--- src/rtl/cv32e40p_pkg.sv ---
// cv32e40p_pkg: shared types and constants for the register-file write-back path
package cv32e40p_pkg;
  typedef enum logic [1:0] {WB_NONE, WB_LSU, WB_APU} wb_src_e;
  localparam int STARVE_LIMIT = 3;
endpackage

--- src/rtl/cv32e40p_wb_fifo.sv ---
// cv32e40p_wb_fifo: circular buffer with occupancy count, pointers wrap modulo DEPTH
module cv32e40p_wb_fifo #(
  parameter int DEPTH = 2,
  parameter int WIDTH = 38
) (
  input  logic                       clk,
  input  logic                       rst_n,
  input  logic                       push_i,
  input  logic [WIDTH-1:0]           data_i,
  input  logic                       pop_i,
  output logic [WIDTH-1:0]           data_o,
  output logic                       full_o,
  output logic                       empty_o,
  output logic [$clog2(DEPTH+1)-1:0] count_o
);
  localparam int PW = $clog2(DEPTH);
  localparam int CW = $clog2(DEPTH+1);
  logic [WIDTH-1:0] mem_q [DEPTH];
  logic [PW-1:0]    wptr_q, rptr_q;
  logic [CW-1:0]    count_q;
  always_ff @(posedge clk or negedge rst_n) begin
    if (!rst_n) begin
      wptr_q  <= '0;
      rptr_q  <= '0;
      count_q <= '0;
    end else begin
      if (push_i) wptr_q <= wptr_q == PW'(DEPTH-1) ? '0 : wptr_q + 1'b1;
      if (pop_i) rptr_q <= rptr_q == PW'(DEPTH-1) ? '0 : rptr_q + 1'b1;
      count_q <= count_q + CW'(push_i) - CW'(pop_i);
    end
  end
  // storage is data-only, so it needs no reset
  always_ff @(posedge clk) begin
    if (push_i) mem_q[wptr_q] <= data_i;
  end
  assign data_o  = mem_q[rptr_q];
  assign full_o  = count_q == CW'(DEPTH);
  assign empty_o = count_q == '0;
  assign count_o = count_q;
endmodule

--- src/rtl/cv32e40p_rf_wb_arbiter.sv ---
// cv32e40p_rf_wb_arbiter: merges EX, LSU and APU results onto the two register-file
// write ports and tracks destinations of in-flight APU ops.
module cv32e40p_rf_wb_arbiter
  import cv32e40p_pkg::*;
#(
  parameter int ADDR_WIDTH     = 6,
  parameter int DATA_WIDTH     = 32,
  parameter int APU_FIFO_DEPTH = 2
) (
  input  logic                     clk,
  input  logic                     rst_n,
  input  logic                     ex_valid_i,
  input  logic [ADDR_WIDTH-1:0]    ex_waddr_i,
  input  logic [DATA_WIDTH-1:0]    ex_wdata_i,
  input  logic                     lsu_valid_i,
  output logic                     lsu_ready_o,
  input  logic [ADDR_WIDTH-1:0]    lsu_waddr_i,
  input  logic [DATA_WIDTH-1:0]    lsu_wdata_i,
  input  logic                     apu_issue_i,
  input  logic [ADDR_WIDTH-1:0]    apu_issue_waddr_i,
  input  logic                     apu_valid_i,
  output logic                     apu_ready_o,
  input  logic [ADDR_WIDTH-1:0]    apu_waddr_i,
  input  logic [DATA_WIDTH-1:0]    apu_wdata_i,
  output logic [ADDR_WIDTH-1:0]    waddr_a_o,
  output logic [DATA_WIDTH-1:0]    wdata_a_o,
  output logic                     we_a_o,
  output logic [ADDR_WIDTH-1:0]    waddr_b_o,
  output logic [DATA_WIDTH-1:0]    wdata_b_o,
  output logic                     we_b_o,
  output logic [2**ADDR_WIDTH-1:0] pending_o,
  output logic                     busy_o
);
  localparam int NREG = 2**ADDR_WIDTH;
  localparam int SW   = $clog2(STARVE_LIMIT+1);
  localparam int CW   = $clog2(APU_FIFO_DEPTH+1);
  wb_src_e               src;
  logic                  push, pop, fifo_full, fifo_empty;
  logic [CW-1:0]         fifo_count;
  logic [ADDR_WIDTH-1:0] head_waddr;
  logic [DATA_WIDTH-1:0] head_wdata;
  logic [SW-1:0]         streak_q, streak_d;
  logic                  starve_q, starve_d;
  logic [NREG-1:0]       pending_q, pending_d;
  logic [ADDR_WIDTH-1:0] waddr_a_q, waddr_a_d, waddr_b_q;
  logic [DATA_WIDTH-1:0] wdata_a_q, wdata_a_d, wdata_b_q;
  logic                  we_a_q, we_a_d, we_b_q;

  assign lsu_ready_o = !starve_q;
  assign apu_ready_o = !fifo_full;
  assign push        = apu_valid_i && apu_ready_o;
  assign pop         = src == WB_APU;

  cv32e40p_wb_fifo #(
    .DEPTH(APU_FIFO_DEPTH),
    .WIDTH(ADDR_WIDTH + DATA_WIDTH)
  ) u_apu_fifo (
    .clk    (clk),
    .rst_n  (rst_n),
    .push_i (push),
    .data_i ({apu_waddr_i, apu_wdata_i}),
    .pop_i  (pop),
    .data_o ({head_waddr, head_wdata}),
    .full_o (fifo_full),
    .empty_o(fifo_empty),
    .count_o(fifo_count)
  );

  always_comb begin
    src       = (lsu_valid_i && lsu_ready_o) ? WB_LSU : fifo_empty ? WB_NONE : WB_APU;
    waddr_a_d = src == WB_LSU ? lsu_waddr_i : src == WB_APU ? head_waddr : waddr_a_q;
    wdata_a_d = src == WB_LSU ? lsu_wdata_i : src == WB_APU ? head_wdata : wdata_a_q;
    we_a_d    = src != WB_NONE && waddr_a_d != '0;
    // only LSU wins that hold back a waiting APU result count towards starvation
    streak_d  = (fifo_empty || src != WB_LSU) ? '0 :
                streak_q == SW'(STARVE_LIMIT) ? streak_q : streak_q + 1'b1;
    starve_d  = streak_d == SW'(STARVE_LIMIT);
    pending_d = pending_q;
    if (pop && head_waddr != '0) pending_d[head_waddr] = 1'b0;
    if (apu_issue_i && apu_issue_waddr_i != '0) pending_d[apu_issue_waddr_i] = 1'b1;
  end

  always_ff @(posedge clk or negedge rst_n) begin
    if (!rst_n) begin
      streak_q  <= '0;
      starve_q  <= 1'b0;
      pending_q <= '0;
      waddr_a_q <= '0;
      wdata_a_q <= '0;
      we_a_q    <= 1'b0;
      waddr_b_q <= '0;
      wdata_b_q <= '0;
      we_b_q    <= 1'b0;
    end else begin
      streak_q  <= streak_d;
      starve_q  <= starve_d;
      pending_q <= pending_d;
      waddr_a_q <= waddr_a_d;
      wdata_a_q <= wdata_a_d;
      we_a_q    <= we_a_d;
      waddr_b_q <= ex_waddr_i;
      wdata_b_q <= ex_wdata_i;
      we_b_q    <= ex_valid_i && ex_waddr_i != '0;
    end
  end

  assign waddr_a_o = waddr_a_q;
  assign wdata_a_o = wdata_a_q;
  assign we_a_o    = we_a_q;
  assign waddr_b_o = waddr_b_q;
  assign wdata_b_o = wdata_b_q;
  assign we_b_o    = we_b_q;
  assign pending_o = pending_q;
  assign busy_o    = fifo_count != '0 || |pending_q;

  // a re-issue is only legal when the previous result retires in the same cycle
  assert property (@(posedge clk) disable iff (!rst_n)
    apu_issue_i && apu_issue_waddr_i != '0 |->
      !pending_q[apu_issue_waddr_i] || (pop && head_waddr == apu_issue_waddr_i));
endmodule

--- config.mk ---
export PLATFORM = sky130hd
export DESIGN_NAME = cv32e40p_rf_wb_arbiter
export DESIGN_NICKNAME = d
export VERILOG_FILES = /design/src/rtl/cv32e40p_pkg.sv /design/src/rtl/cv32e40p_wb_fifo.sv /design/src/rtl/cv32e40p_rf_wb_arbiter.sv
export SDC_FILE = /design/constraint.sdc
export NUM_CORES = 1
export LEC_CHECK = 0
export BUFFER_PORTS_ARGS = -buffer_cell sky130_fd_sc_hd__buf_4
export CAP_MARGIN = 5
export CORE_MARGIN = 2
export CORE_UTILIZATION = 40
export CTS_BUF_LIST = sky130_fd_sc_hd__clkbuf_16
export DETAILED_ROUTE_END_ITERATION = 16
export GPL_TIMING_DRIVEN = 0
export PLACE_DENSITY_LB_ADDON = 0.12
export SLEW_MARGIN = 20
export SYNTH_ARGS = -nofsm -noshare
export SYNTH_HDL_FRONTEND = slang
export SYNTH_HIERARCHICAL = 1
export SYNTH_SLANG_ARGS = --single-unit
--- constraint.sdc ---
create_clock -name clk -period 3.82 [get_ports clk]
set_input_delay 0.764 -clock clk [delete_from_list [all_inputs] [get_ports clk]]
set_output_delay 0.764 -clock clk [all_outputs]
set_load 0.005 [all_outputs]
==> impl_results.rst, run 1 <==
.. list-table::
   :header-rows: 1

   * - Metric
     - Value
   * - Accumulated negative setup slack
     - 0 ns
   * - Row count
     - 53
   * - Part of the power in registers
     - 0.420
   * - Detailed placement HPWL
     - 17.1 mm
   * - Worst Path Arrival
     - 2.16 ns
   * - Die width
     - 151 µm
   * - Full die area
     - 0.0229 mm²
   * - Shortest clock period the worst path allows after layout
     - 2.92 ns
   * - Tightest Pin Transition
     - 0.547 ns
   * - CTS H-tree depth
     - 1
   * - Number of nets at the end of the flow
     - 1,069
   * - Height of the chip
     - 151 µm
   * - Detailed-route DRC error count
     - 0
   * - Total number of vias
     - 6,387
   * - Dominant register cell in the synthesized netlist
     - sky130_fd_sc_hd__dfrtp_1
   * - Run status
     - complete, no violations
   * - Initial core utilization
     - 0.410
   * - Insertion delay of the later-clocked pin in the worst-skew pair
     - 0.50 ns
   * - Post-DRT Antenna Nets
     - 0
   * - Fin cells
     - 1,233
   * - Number of fill cells
     - 1,823
   * - Final Hold Fails
     - 0
   * - Ratio of routed vias to standard cells
     - 5.18
   * - Max rail drop VDD
     - 0.428 mV
   * - Worst slew slack as a fraction of its limit
     - 0.635
   * - Part of the Yosys area used for sequential elements
     - 0.693
   * - Initial DRC count
     - 373
   * - Maximum number of pins on one net before global-route repair
     - 86
   * - Via count of the first global-routing pass
     - 6,465
   * - Path class of the lowest-slack min-delay path
     - in -> async
   * - Area share of the largest cell type after synthesis
     - 0.430
   * - Switching share of total power
     - 0.309
   * - Area of all sequential standard cells
     - 0.00601 mm²
   * - Leakage power of the design
     - 5.20 nW
   * - Leading cell type in the layout, fill and taps excluded
     - sky130_fd_sc_hd__buf_4
   * - Antenna violations before repair
     - 0
   * - Library cell occupying the most area in the post-synthesis netlist
     - sky130_fd_sc_hd__dfrtp_1
   * - PwrDens
     - 722 mW/mm²
   * - Setup repair after global routing missed its margin
     - false
   * - Antenna fix cells
     - 0
   * - Total power of the final layout
     - 8.59 mW
   * - Most frequent cells in the layout
     - sky130_fd_sc_hd__buf_4, sky130_fd_sc_hd__dfrtp_1, sky130_fd_sc_hd__o21ai_0, sky130_fd_sc_hd__edfxtp_1, sky130_fd_sc_hd__nand2_1
   * - Weighted congestion at the end of routability-driven global placement
     - 0.811
   * - Post-detailed-route wirelength per cell
     - 19.3 µm
   * - Finished Cell Area
     - 0.0119 mm²
   * - Yosys cell types
     - 39
   * - IO Port Bufs
     - 270
   * - Wire length of the first global-routing pass
     - 36.1 mm
   * - CTS Sinks
     - 225
   * - CTS tree
     - built
   * - FF+latch count, synth
     - 225
   * - Final hold slack
     - 0.215 ns
   * - Proportion of layout cells with a drive suffix above 1
     - 0.388
   * - Fraction of registers with async set or reset after synthesis
     - 0.662
   * - Combined area of the multi-input logic cells
     - 0.00245 mm²
   * - Total wire length
     - 23.8 mm
   * - Cell area after technology mapping
     - 0.00867 mm²
   * - Number of placed I/O pins
     - 271
   * - Syn avg cell area
     - 13.5 µm²
   * - Total routing usage reported by global routing
     - 0.205
   * - Logic pwr share
     - 0.320
   * - Number of violations of the max-capacitance limit
     - 0
   * - Signed area change from the synthesized netlist to the final layout
     - 37.4%
   * - Number of buffers on the longest clock path
     - 3
   * - Net count of the mapped netlist
     - 768
   * - Total internal power
     - 5.94 mW
   * - Dpl cells
     - 1,189
   * - Final setup margin
     - 0.897 ns
   * - Startpoint of the lowest-slack register-to-register path
     - u_apu_fifo/rptr_q
   * - Cells taking the most area after synthesis
     - sky130_fd_sc_hd__dfrtp_1, sky130_fd_sc_hd__edfxtp_1, sky130_fd_sc_hd__o21ai_0, sky130_fd_sc_hd__mux2i_1, sky130_fd_sc_hd__mux2_2
   * - Post-placement worst setup slack
     - 1.15 ns
   * - Yosys synthesis warning count
     - 6
   * - Setup fix buffers added after clock tree synthesis
     - 0
   * - Number of buffers added to fix hold violations after cts
     - 0
   * - Core Region
     - 0.0212 mm²
   * - Worst setup startpoint
     - u_apu_fifo/count_o[1]
   * - Final setup violation count
     - 0
   * - Nature of the critical path startpoint
     - register
   * - Net switching power
     - 2.65 mW
   * - Total gr overflow
     - 0
   * - Utilization after layout
     - 0.563
   * - Number of synthesized flops with an enable pin
     - 76
   * - Number of standard cells after synthesis
     - 640
   * - Number of buffers added by the clock tree synthesis step
     - 25
   * - Crit path capture type
     - output port
   * - Crit Path Max Fanout
     - 4
   * - Total count of max-transition violations in the final report
     - 0
   * - FMAX
     - 342 MHz
   * - Clock transition at the registers of the reported paths
     - 0.06 ns
   * - Tcrit/Tclk final
     - 0.765
   * - Required time of the critical path
     - 3.06 ns
   * - Largest clock skew in the final design
     - 0.0147 ns
   * - Root Driver
     - sky130_fd_sc_hd__clkbuf_16
   * - Count of cells resized by post-cts repair
     - 0
   * - CP Class
     - reg -> out
   * - Standard cell area after detailed placement
     - 0.0111 mm²
   * - Total iterations of the first detailed-routing run
     - 4
   * - Relative contribution of the clock network to total power
     - 0.260
-- kinds of logic after synthesis --
group,after synthesis,synth area share
compound gates,162,0.0971
simple gates,128,0.0777
buf+inv,43,0.0251
fa+ha+maj,2,0.00289
mux,77,0.0990
flops,225,0.693
xor+xnor,3,0.00476
-- cells in the mapped netlist, types with 3 or more instances --
cell and number:
sky130_fd_sc_hd__nand2b_1 3, sky130_fd_sc_hd__o21ai_0 144, sky130_fd_sc_hd__nor4_1 17, sky130_fd_sc_hd__mux2i_1 37, sky130_fd_sc_hd__or3b_2 3, sky130_fd_sc_hd__or4_1 5, sky130_fd_sc_hd__nand3b_1 8, sky130_fd_sc_hd__nand4_1 8
sky130_fd_sc_hd__buf_4 5, sky130_fd_sc_hd__buf_2 9, sky130_fd_sc_hd__o22ai_1 4, sky130_fd_sc_hd__nor3_1 3, sky130_fd_sc_hd__dfrtp_1 149, sky130_fd_sc_hd__nor2_1 13, sky130_fd_sc_hd__edfxtp_1 76, sky130_fd_sc_hd__mux2_4 10
sky130_fd_sc_hd__mux2_2 30, sky130_fd_sc_hd__inv_1 13, sky130_fd_sc_hd__clkbuf_1 12, sky130_fd_sc_hd__nand3_1 10, sky130_fd_sc_hd__nor2b_1 8, sky130_fd_sc_hd__o21ai_1 7, sky130_fd_sc_hd__nand2_1 44
-- flip-flops by register name (all words and copies together), names as in the netlist, 2 cells and up --
register,count
wdata_b_o,32
waddr_b_o,6
pending_o,64
streak_q,2
waddr_a_o,6
u_apu_fifo/count_o,2
wdata_a_o,32
u_apu_fifo/mem_q,76
-- layer usage --
metal,part of all wire,wire length (µm),track usage
met1,0.40,9470,0.264
met2,0.48,11500,0.339
met3,0.091,2160,0.0575
met4,0.026,612,0.0621
met5,0,0,0
-- path summary, 6_finish.rpt --
check	end	slack, ns	cells past startpoint
max	busy_o	0.90	5
min	pending_o[18]	0.21	1
max reg2reg	pending_o[28]	1.50	7
min reg2reg	pending_o[0]	0.49	1
max in group asynchronous	waddr_b_o[3]	2.80	2
min in group clk	wdata_b_o[6]	0.37	1
-- final cells by class --
| class | instances | area share |
|---|---|---|
| flip-flops and latches | 225 | 0.505 |
| multi-input cells | 372 | 0.206 |
| repair buffers | 274 | 0.178 |
| clock buffers | 25 | 0.0525 |
| well taps | 275 | 0.0289 |
| plain buffers | 30 | 0.0142 |
| clock inverters | 19 | 0.0115 |
| inverters | 13 | 0.00410 |
-- power by group through the flow --
stage	registers, mW	logic, mW	clock network [mW]
after floorplan	3.59	1.38	0
after global placement	3.65	2.69	0
after detailed placement	3.65	2.78	0
after CTS	3.60	2.80	2.29
after global routing	3.69	3.04	2.40
final	3.61	2.75	2.23
-- worst max-delay path, cell delays in order, from the launching register on --
cell and delay [ns]:
sky130_fd_sc_hd__dfrtp_1 0.42, sky130_fd_sc_hd__nor4_1 0.42, sky130_fd_sc_hd__nand4_1 0.21, sky130_fd_sc_hd__nor4_1 0.33, sky130_fd_sc_hd__nand4_1 0.13, sky130_fd_sc_hd__buf_4 0.15
(Power assumes the default switching activity.)
==> run 2: changes to the inputs <==
==> constraint.sdc (replaced) <==
create_clock -name clk -period 2.5 [get_ports clk]
set_input_delay 0.5 -clock clk [delete_from_list [all_inputs] [get_ports clk]]
set_output_delay 0.5 -clock clk [all_outputs]
set_load 0.005 [all_outputs]
==> run 2 against run 1 <==
The run now ends with negative setup slack left; cell area grew 0.38%; core utilization rose by 0.21 points; flip-flop and latch count is the same; critical endpoint unchanged; largest power group unchanged; highest routed layer unchanged.
==> impl_results.rst, run 2 (synthesis gave the netlist of run 1 again) <==
.. list-table::
   :header-rows: 1

   * - Metric
     - Value
   * - Run status
     - finished, violations left (was complete, no violations)
   * - Violated checks
     - negative setup slack
   * - Crit Path Max Fanout
     - 3 (was 4)
   * - Highest cell delay on the worst timing path
     - 0.40 ns (was 0.42 ns)
   * - Initial core utilization
     - 0.410 (unchanged)
   * - Dpl cells
     - 1,188 (was 1,189)
   * - Leading cell type in the layout, fill and taps excluded
     - sky130_fd_sc_hd__buf_4 (unchanged)
   * - Antenna violations before repair
     - 0 (unchanged)
   * - Relative contribution of the clock network to total power
     - 0.252 (was 0.260)
   * - CTS H-tree depth
     - 1 (unchanged)
   * - Largest clock skew in the final design
     - 0.00830 ns (was 0.0147 ns)
   * - IO Port Bufs
     - 270 (unchanged)
   * - Number of violations of the max-capacitance limit
     - 0 (unchanged)
   * - Final hold slack
     - 0.0954 ns (was 0.215 ns)
   * - Path class of the lowest-slack min-delay path
     - in -> reg (was in -> async)
   * - Worst slew slack as a fraction of its limit
     - 0.523 (was 0.635)
   * - Met3 Wirelength
     - 1.98 mm (was 2.16 mm)
   * - Most frequent cells in the layout
     - sky130_fd_sc_hd__buf_4, sky130_fd_sc_hd__dfrtp_1, sky130_fd_sc_hd__o21ai_0, sky130_fd_sc_hd__edfxtp_1, sky130_fd_sc_hd__nand2_1 (unchanged)
   * - Tightest Pin Transition
     - 0.714 ns (was 0.547 ns)
   * - Initial DRC count
     - 310 (was 373)
   * - Net switching power
     - 4.14 mW (was 2.65 mW)
   * - Insertion delay of the later-clocked pin in the worst-skew pair
     - 0.51 ns (was 0.50 ns)
   * - Tcrit/Tclk final
     - 1.01
   * - Number of nets at the end of the flow
     - 1,068 (was 1,069)
   * - Ratio of routed vias to standard cells
     - 5.12 (was 5.18)
   * - Cell at the slowest stage of the critical path
     - sky130_fd_sc_hd__dfrtp_1 (unchanged)
   * - Setup fix buffers added after clock tree synthesis
     - 0 (unchanged)
   * - Worst Path Arrival
     - 2.03 ns (was 2.16 ns)
   * - Topmost layer with routed signal wires
     - met4 (unchanged)
   * - Finished Cell Area
     - 0.0120 mm² (was 0.0119 mm²)
   * - CP bufs+invs
     - 1 (unchanged)
   * - Total iterations of the first detailed-routing run
     - 4 (unchanged)
   * - Final setup violation count
     - 1 (was 0)
   * - CTS Sinks
     - 225 (unchanged)
   * - Height of the chip
     - 151 µm (unchanged)
   * - Standard cell area after detailed placement
     - 0.0111 mm² (about the same)
   * - Total routing usage reported by global routing
     - 0.208 (was 0.205)
   * - Detailed placement HPWL
     - 17.1 mm (about the same)
   * - Required time of the critical path
     - 2.00 ns (was 3.06 ns)
   * - Number of buffers on the longest clock path
     - 3 (unchanged)
   * - Biggest register
     - u_apu_fifo/mem_q (unchanged)
   * - Signed area change from the synthesized netlist to the final layout
     - 37.9% (was 37.4%)
   * - Total wire length
     - 24.3 mm (was 23.8 mm)
   * - Total number of vias
     - 6,314 (was 6,387)
   * - PwrDens
     - 1100 mW/mm² (was 722 mW/mm²)
   * - Die width
     - 151 µm (unchanged)
   * - Number of placed I/O pins
     - 271 (unchanged)
   * - Utilization after layout
     - 0.565 (was 0.563)
   * - Combined area of the multi-input logic cells
     - 0.00252 mm² (was 0.00245 mm²)
   * - Total count of max-transition violations in the final report
     - 0 (unchanged)
   * - Core Region
     - 0.0212 mm² (unchanged)
   * - Crit path capture type
     - output port (unchanged)
   * - Total gr overflow
     - 0 (unchanged)
   * - Full die area
     - 0.0229 mm² (unchanged)
   * - Final Hold Fails
     - 0 (unchanged)
   * - Root Driver
     - sky130_fd_sc_hd__clkbuf_16 (unchanged)
   * - Final setup margin
     - -0.0298 ns (was 0.897 ns)
   * - Fin cells
     - 1,233 (unchanged)
   * - Shortest clock period the worst path allows after layout
     - 2.53 ns
   * - FMAX
     - 395 MHz
   * - CP Class
     - reg -> out (unchanged)
   * - Total internal power
     - 9.00 mW (was 5.94 mW)
   * - Max rail drop VDD
     - 0.540 mV (was 0.428 mV)
   * - Area of all sequential standard cells
     - 0.00601 mm² (about the same)
   * - Switching share of total power
     - 0.315 (was 0.309)
   * - Logic pwr share
     - 0.324 (was 0.320)
   * - Met2 WL post-DR
     - 11.7 mm (was 11.5 mm)
   * - Wire length of the first global-routing pass
     - 36.2 mm (was 36.1 mm)
   * - Post-DRT Antenna Nets
     - 0 (unchanged)
   * - Antenna fix cells
     - 0 (unchanged)
   * - Nature of the critical path startpoint
     - register (unchanged)
   * - Part of the power in registers
     - 0.424 (was 0.420)
   * - Row count
     - 53 (unchanged)
   * - Kind of cell adding the most delay to the critical path
     - simple AND/OR/NAND/NOR gates (unchanged)
   * - Proportion of layout cells with a drive suffix above 1
     - 0.396 (was 0.388)
   * - Number of fill cells
     - 1,801 (was 1,823)
   * - Critical path cell sequence
     - nor4_2 > nand4_1 > nor4_2 > nand4_1 > buf_4 (was nor4_1 > nand4_1 > nor4_1 > nand4_1 > buf_4)
   * - Detailed-route DRC error count
     - 0 (unchanged)
   * - Number of buffers added by the clock tree synthesis step
     - 25 (unchanged)
   * - Maximum number of pins on one net before global-route repair
     - 98 (was 86)
   * - CTS tree
     - built (unchanged)
   * - Weighted congestion at the end of routability-driven global placement
     - 0.814 (was 0.811)
   * - Met1 layer wirelength in the final routing
     - 9.98 mm (was 9.47 mm)
   * - Leakage power of the design
     - 5.22 nW (was 5.20 nW)
   * - Via count of the first global-routing pass
     - 6,370 (was 6,465)
   * - Post-detailed-route wirelength per cell
     - 19.7 µm (was 19.3 µm)
   * - Setup repair after global routing missed its margin
     - true (was false)
   * - Max FFs per register
     - 76 (unchanged)
   * - Clock transition at the registers of the reported paths
     - 0.06 ns (about the same)
==> run 2: cell types whose count changed in the layout (fill, tap and decap cells not counted), sizes merged <==
cell and delta:
inv +4, dlygate4sd3 +1, bufinv -1, clkinv -2, buf -1, clkbuf -1
==> run 2: power by group through the flow <==
stage / logic [mW] / clock network [mW] / registers [mW]
after floorplan: 2.11 / 0 / 5.48
after global placement: 4.12 / 0 / 5.57
after detailed placement: 4.27 / 0 / 5.57
after CTS: 4.31 / 3.37 / 5.55
after global routing: 4.69 / 3.52 / 5.69
final: 4.26 / 3.31 / 5.56
==> run 2: worst register-to-register path: cells and delay by family (launching register included) <==
kind	cells	cell delay [ns]
simple gates	2	0.83
mux	1	0.43
flops	1	0.38
buf+inv	1	0.22
compound gates	2	0.34
==> run 2: path summary, 6_finish.rpt <==
| check | from | cells after the start | to | slack, ns |
|---|---|---|---|---|
| setup / recovery | pending_o[34] | 5 | busy_o | -0.03 |
| hold / removal | ex_wdata_i[7] | 1 | wdata_b_o[7] | 0.1 |
| setup reg to reg | u_apu_fifo/rptr_q | 6 | pending_o[12] | 0.17 |
| hold reg to reg | pending_o[0] | 1 | pending_o[0] | 0.54 |
| max in group asynchronous | rst_n | 3 | wdata_b_o[3] | 1.14 |
| min in group asynchronous | rst_n | 2 | pending_o[20] | 0.51 |
==> run 2: per-layer routing <==
metal | vias to the layer above | track usage
li1 | 2934 | -
met1 | 3106 | 0.276
met2 | 233 | 0.340
met3 | 41 | 0.0530
met4 | 0 | 0.0612
met5 | - | 0
==> run 2: what timing repair did <==
action                     4_1_cts  5_1_grt
hold buffers                     1        0
gates resized for setup          8        4
hold endpoints to repair        52        0
pin swaps                        3        0
setup endpoints to repair        1        6
==> run 2: cell type report <==
| class | count | area share |
|---|---|---|
| flip-flops and latches | 225 | 0.503 |
| multi-input cells | 372 | 0.211 |
| repair buffers | 274 | 0.178 |
| clock buffers | 25 | 0.0523 |
| well taps | 275 | 0.0288 |
| plain buffers | 29 | 0.0138 |
| clock inverters | 20 | 0.00911 |
| inverters | 13 | 0.00408 |
==> run 2: stage by stage <==
stage               worst slack [ns]  power [mW]  TNS, ns
floorplan                      0.259        7.59        0
global placement              -0.651        9.70   -41.69
detailed placement             0.110        9.84        0
CTS                          -0.0258        13.2  -0.0258
global route                  -0.123        13.9   -0.123
finish                       -0.0298        13.1  -0.0298
